File: src/rtl/if_stage.sv
// Instruction-fetch stage.
// Holds the byte-addressed program counter and the instruction memory. Every cycle it presents
// {instruction_out, pc_out} to the IF/ID register. A taken-branch redirect replaces the current
// word with a NOP and raises IF_Flush. Fetch stops at the first all-zero word, and only a
// redirect or reset restarts it.
//
// Ports:
//   clk             clock, all state updates on posedge
//   reset           synchronous active-high reset
//   PC_Write        hazard-unit enable, 0 holds the PC (stall)
//   PCSrc           taken-branch redirect
//   branch_target   redirect byte address, force-aligned to a word
//   instruction_out fetched word, or NOP while halted or flushing
//   pc_out          address of instruction_out
//   IF_Flush        squash request toward IF/ID (follows PCSrc)
//   halted          fetch stopped at program end
//   fetch_count     instructions accepted into the pipe, saturating
module if_stage #(
    parameter int unsigned                 IMEM_WORDS = 64,
    parameter string                       IMEM_FILE  = "instructions.mem",
    parameter logic [31:0]                 NOP_INSN   = 32'h00000013,
    // Instruction memory image; word w occupies bits [32*w +: 32].
    parameter logic [IMEM_WORDS*32-1:0]    IMEM_INIT  = '0
) (
    input  logic        clk,
    input  logic        reset,
    input  logic        PC_Write,
    input  logic        PCSrc,
    input  logic [7:0]  branch_target,
    output logic [31:0] instruction_out,
    output logic [7:0]  pc_out,
    output logic        IF_Flush,
    output logic        halted,
    output logic [15:0] fetch_count
);

    typedef enum logic {StFetch, StHalt} state_e;

    state_e      state_q, state_d;
    logic [7:0]  pc_q, pc_d;
    logic [15:0] cnt_q, cnt_d;
    logic [15:0] cnt_inc;
    logic [31:0] raw;
    logic [31:0] imem [IMEM_WORDS];

    // Low target bits are dropped by alignment.
    logic unused_target_bits;
    assign unused_target_bits = ^branch_target[1:0];

    for (genvar w = 0; w < int'(IMEM_WORDS); w++) begin : g_word
        assign imem[w] = IMEM_INIT[32*w +: 32];
    end

    assign raw     = imem[pc_q[7:2]];
    assign cnt_inc = (cnt_q == 16'hFFFF) ? cnt_q : cnt_q + 16'd1;

    always_comb begin
        state_d = state_q;
        pc_d    = pc_q;
        cnt_d   = cnt_q;
        if (PCSrc) begin
            // Redirect beats stall and is the only exit from halt.
            pc_d    = {branch_target[7:2], 2'b00};
            state_d = StFetch;
            cnt_d   = cnt_inc;
        end else if (state_q == StHalt) begin
            // hold
        end else if (!PC_Write) begin
            // stall: halt detection waits until the word is actually accepted
        end else if (raw == 32'h0) begin
            state_d = StHalt;
        end else begin
            pc_d  = pc_q + 8'd4;
            cnt_d = cnt_inc;
        end
    end

    always_ff @(posedge clk) begin
        if (reset) begin
            state_q <= StFetch;
            pc_q    <= 8'h00;
            cnt_q   <= 16'h0000;
        end else begin
            state_q <= state_d;
            pc_q    <= pc_d;
            cnt_q   <= cnt_d;
        end
    end

    assign halted          = (state_q == StHalt);
    assign instruction_out = (halted || PCSrc) ? NOP_INSN : raw;
    assign pc_out          = pc_q;
    assign IF_Flush        = PCSrc;
    assign fetch_count     = cnt_q;

endmodule

File: config.mk
export PLATFORM = sky130hd
export DESIGN_NAME = if_stage
export DESIGN_NICKNAME = d
export VERILOG_FILES = /design/src/rtl/if_stage.sv
export SDC_FILE = /design/constraint.sdc
export NUM_CORES = 1
export LEC_CHECK = 0
export ABC_CLOCK_PERIOD_IN_PS = 2210
export CORE_MARGIN = 10
export CORE_UTILIZATION = 40
export CTS_BUF_LIST = sky130_fd_sc_hd__clkbuf_8
export CTS_CLUSTER_DIAMETER = 30
export DETAILED_ROUTE_END_ITERATION = 16
export GPL_ROUTABILITY_DRIVEN = 0
export PLACE_DENSITY_LB_ADDON = 0.2
export SYNTH_ARGS = -nofsm -noshare
export SYNTH_HDL_FRONTEND = slang
export SYNTH_SLANG_ARGS = --single-unit
export TNS_END_PERCENT = 20
File: constraint.sdc
create_clock -name clk -period 2.21 [get_ports clk]
set_clock_uncertainty 0.05 [all_clocks]
set_input_delay 0.221 -clock clk [delete_from_list [all_inputs] [get_ports clk]]
set_output_delay 0.221 -clock clk [all_outputs]
set_load 0.05 [all_outputs]
Word-level counts from Yosys, hierarchy flattened. Memory sizes are Yosys's and may differ from the RTL's. Cells that the tools add are included. W data, S select, Z words.

Bits of input ports: 12. Output and inout bits: 58. Memories kept: 1. Bits in read-only memories: 2048. Bits in registers: 25. Word-level logic and storage cells: 35.

Muxes and demuxes: 15. Reductions and logical operators: 6. Eq/ne operators: 3. Magnitude comparators: 1. Bitwise operators: 3. Add/subtract/negate cells: 2.

Memory list: (name not given) (words 64, width 32, read ports 1, clocked after memory_dff 0, write ports 0, line 54) `assign raw = imem[pc_q[7:2]];`.

Operators by type and width (number): $mux W32 (3); $mux W16 (5); $logic_not A32 Y1 (1); $mux W8 (4); $add A16 B1 Y16 const B (1); $eq A16 B16 Y1 const B (1); $add A8 B3 Y8 const B (1); $ge A7 B7 Y1 const B (1); $not A6 Y7 (1); $reduce_and A3 Y1 (2); $ne A2 B2 Y1 const B (2); $mux W1 (3); $not A1 Y1 (2); $reduce_bool A2 Y1 (1); $reduce_or A2 Y1 (1); $logic_or A1 B1 Y1 (1).

Depth between registers and ports, before layout.
Word-level depth: 9. Mapped depth: 5. Depth with buffers taken out: 5.

Least setup slack after synthesis. Ideal clock, no wire load.

Path type: register to register. From: register cnt_q[0], in the netlist fetch_count[0]. To: register cnt_q[1], in the netlist fetch_count[1]. Arrival: 2.009 ns. Stages on the path, launching flop included: 6. Setup time: 0.128 ns. Path buffers: 0. Data required time: 2.032 ns. Period minus slack after synthesis: 2.186 ns. Slack: 0.024 ns. Cell sequence: dfxtp_1 > ha_1 > nand4_1 > o41ai_4 > mux2i_1 > nor2_1.

Word-level cells in the longest chain between the ends: 6. Elaborated cells between the ends (all ways): 7. Those cells by class: add/sub: 1; eq/ne: 1; mux: 5.

RTL lines: from (decl) (line 41) `logic [15:0] cnt_q, cnt_d;`; from (signal assigned) (line 86) `cnt_q <= cnt_d;`; $add A16 B1 Y16 / $eq A16 B16 Y1 (equally long branches) (line 55) `assign cnt_inc = (cnt_q == 16'hFFFF) ? cnt_q : cnt_q + 16'd1;`; $mux W16 * (line 55); $mux W16 (line 70) `end else if (raw == 32'h0) begin`; $mux W16 (line 68) `end else if (!PC_Write) begin`; $mux W16 (line 66) `end else if (state_q == StHalt) begin`; $mux W16 * (line 61) `if (PCSrc) begin`.

Mark *: on every way between the ends. The rest lies on a longest branch, timed or not. The select of a mux whose other input is x is not followed. A chain may end at the register's enable or synchronous reset.

Worst setup path in the final report.
From: register cnt_q[1], in the netlist fetch_count[1]. To: register cnt_q[1], in the netlist fetch_count[1].

The elaborated chain is that of the path after synthesis.

==> results.txt <==
peak supply drop: 0.000430 V
1st-iter DRT viols: 51
ANT cells: 0
GRT Resource Usage Total: 0.102
initial antenna violation count: 0
leakage power: 0.000656 µW
Synth Flop Type: dfxtp_1
clock buffer depth: 2
final instance area: 1690 µm²
nets@finish: 203
maxcap violations: 0
Placed Instances: 229
wire per inst: 13.8 µm
antenna viol nets, final: 0
TritonCTS buffer count: 3
Fmax: 504 MHz
Placement Cell Area: 1640 µm²
PortBufs: 36
final worst path period share: 0.898
vias in the first global route: 1108
fin. max-slew vios: 0
Power Dens Cells: 583 nW/µm²
flops & latches, synth: 23
CP Data Arrival Time: 2.10 ns
WS Path Type: flop to flop
DR DRC count: 0
sequential share of the synthesized area: 0.350
Ys Warns: 0
Die Ht: 77.3 µm
setup bufs post-CTS: 0
largest net degree at the start of global routing: 15
fin crit period: 1.98 ns
worst-margin pin slew: 0.524 ns
synthesized area: 1310 µm²
hold_buf cts: 0
starting density of the core: 0.423
hold crit path type: flop to flop
Syn-to-layout area delta: 28.7%
RSZ-0062 raised after global routing: false
CP top delay family: compound AO/OA/AOI/OAI gates
clock net sink count: 23
worst path bufs/invs: 0
CTS clk-pin slew, worst paths: 0.09 ns
layout cells sized above 1: 0.0899
async set-or-reset flop fraction in the synthesized netlist: 0
crit end category: flop
Synth area leaders: dfxtp_1 (35%), buf_4 (19%), mux2i_1 (5.3%)
H-tree Lvls: 1
Die ar.: 5980 µm²
final WL: 3.23 mm
number of synthesized flops with an enable pin: 0
synth cell count leaders: buf_4 (34), dfxtp_1 (23), nor2_1 (14)
Synth Instances: 153
area leader, netlist: dfxtp_1
Final HPWL DP: 2.59 mm
fin cells: 233
most common cell in the netlist: buf_4
Layout fillers: 328
Clock Latency Late Sink: 0.27 ns
Critical Path Max Stage Delay: 0.62 ns
post-CTS sizing: 0
crit-path max FO: 8
die width: 77.3 µm
crit-path cells: ha_1, nand4_1, o41ai_4, mux2i_1, nor2_1
WP data required: 2.33 ns
slew margin rel.: 0.650
Setup-failing EPs final: 0
Mapped Avg Cell Area: 8.59 µm²
first-pass GRT wire length: 5.24 mm
CTS tree: built
Clock Tree Root: clkbuf_8
GR Overflow Total: 0
via count: 1115
top-area cell type share of the netlist area: 0.350
core area: 3100 µm²
drt first pass iters: 4
vias per cell: 4.79
CP Launch Type: flop
outcome: finished, final reports clean
Netlist cell types: 30
Setup Total Neg Slack: 0 ns
site row count: 20
Final Hold Viols: 0
Ports: 70
Slowest-stage cell, CP: o41ai_4
flip-flops by register name, indices dropped and copies added (netlist names):
register,flops
pc_out,6
fetch_count,16
halted,1
worst reg2reg max path: stages (launching register included):
cell and delay (ns):
dfxtp_1 0.41, ha_1 0.23, nand4_1 0.28, o41ai_4 0.62
mux2i_1 0.24, nor2_1 0.05
kinds of logic after synthesis:
group,Yosys count,synth area share
mux,7,0.0533
xor+xnor,1,0.00667
buf+inv,41,0.214
fa+ha+maj,1,0.00952
other cells,1,0.00285
flops,23,0.350
compound gates,26,0.135
simple gates,53,0.228
metrics by stage:
stage | setup slack, ns | hold slack [ns] | total power [µW] | util
6_report | 0.226 | 0.444 | 986 | 0.545
5_1_grt | 0.0299 | 0.489 | 1020 | 0.545
4_1_cts | 0.197 | 0.449 | 995 | 0.545
3_5_place_dp | 0.142 | 0.437 | 719 | 0.529
3_3_place_gp | 0.157 | 0.422 | 717 | 0.529
2_1_floorplan | 0.0239 | 0.250 | 691 | -
power by group:
part / switching [µW] / total, µW / internal [µW]
Sequential: 7.70 / 433 / 425
Clock: 147 / 275 / 128
Combinational: 210 / 277 / 67.3
Total: 365 / 986 / 621
placed cells by master, fill, tap and decap left out:
master / instances
clkinvlp_4: 1
inv_1: 3
nand4_4: 1
o41ai_4: 1
or3_1: 7
buf_12: 4
and4_1: 2
o41ai_1: 2
xor2_1: 1
ha_1: 1
a21oi_1: 11
o311ai_0: 1
clkdlybuf4s50_1: 32
nor2_1: 14
nand4_1: 3
mux2i_1: 7
or2_2: 2
nand3_1: 5
buf_4: 4
o31ai_1: 4
a41oi_1: 1
and3_1: 1
clkbuf_8: 3
nor4_1: 1
nor3_1: 5
or4_4: 1
nand2b_1: 1
o21ai_0: 6
conb_1: 31
dfxtp_1: 23
nand2_1: 6
or4_1: 4
layout make-up:
type                       instances  area (µm²)  area share
clock buffer                       3        41.3      0.0244
clock inverter                     1        7.51     0.00444
inverter                           3        11.3     0.00666
multi-input combinational        119         684       0.405
sequential                        23         460       0.272
tap                               44        55.1      0.0326
timing repair buffer              40         430       0.255
path summary, 6_finish.rpt:
| check | startpoint | endpoint | slack, ns | cells after the start |
|---|---|---|---|---|
| setup / recovery | fetch_count[1] | fetch_count[1] | 0.23 | 5 |
| hold / removal | fetch_count[15] | fetch_count[15] | 0.44 | 1 |
| setup reg to reg | fetch_count[1] | fetch_count[1] | 0.23 | 5 |
| hold reg to reg | fetch_count[15] | fetch_count[15] | 0.44 | 1 |
metal layers:
| layer | global-route usage | part of all wire | up-vias |
|---|---|---|---|
| met4 | 0.0182 | 0.0028 | 0 |
| met3 | 0.0699 | 0.13 | 2 |
| li1 | - | - | 555 |
| met5 | 0 | 0 | - |
| met2 | 0.184 | 0.51 | 43 |
| met1 | 0.0941 | 0.36 | 515 |
No activity file was read; power rests on OpenSTA's default activity.
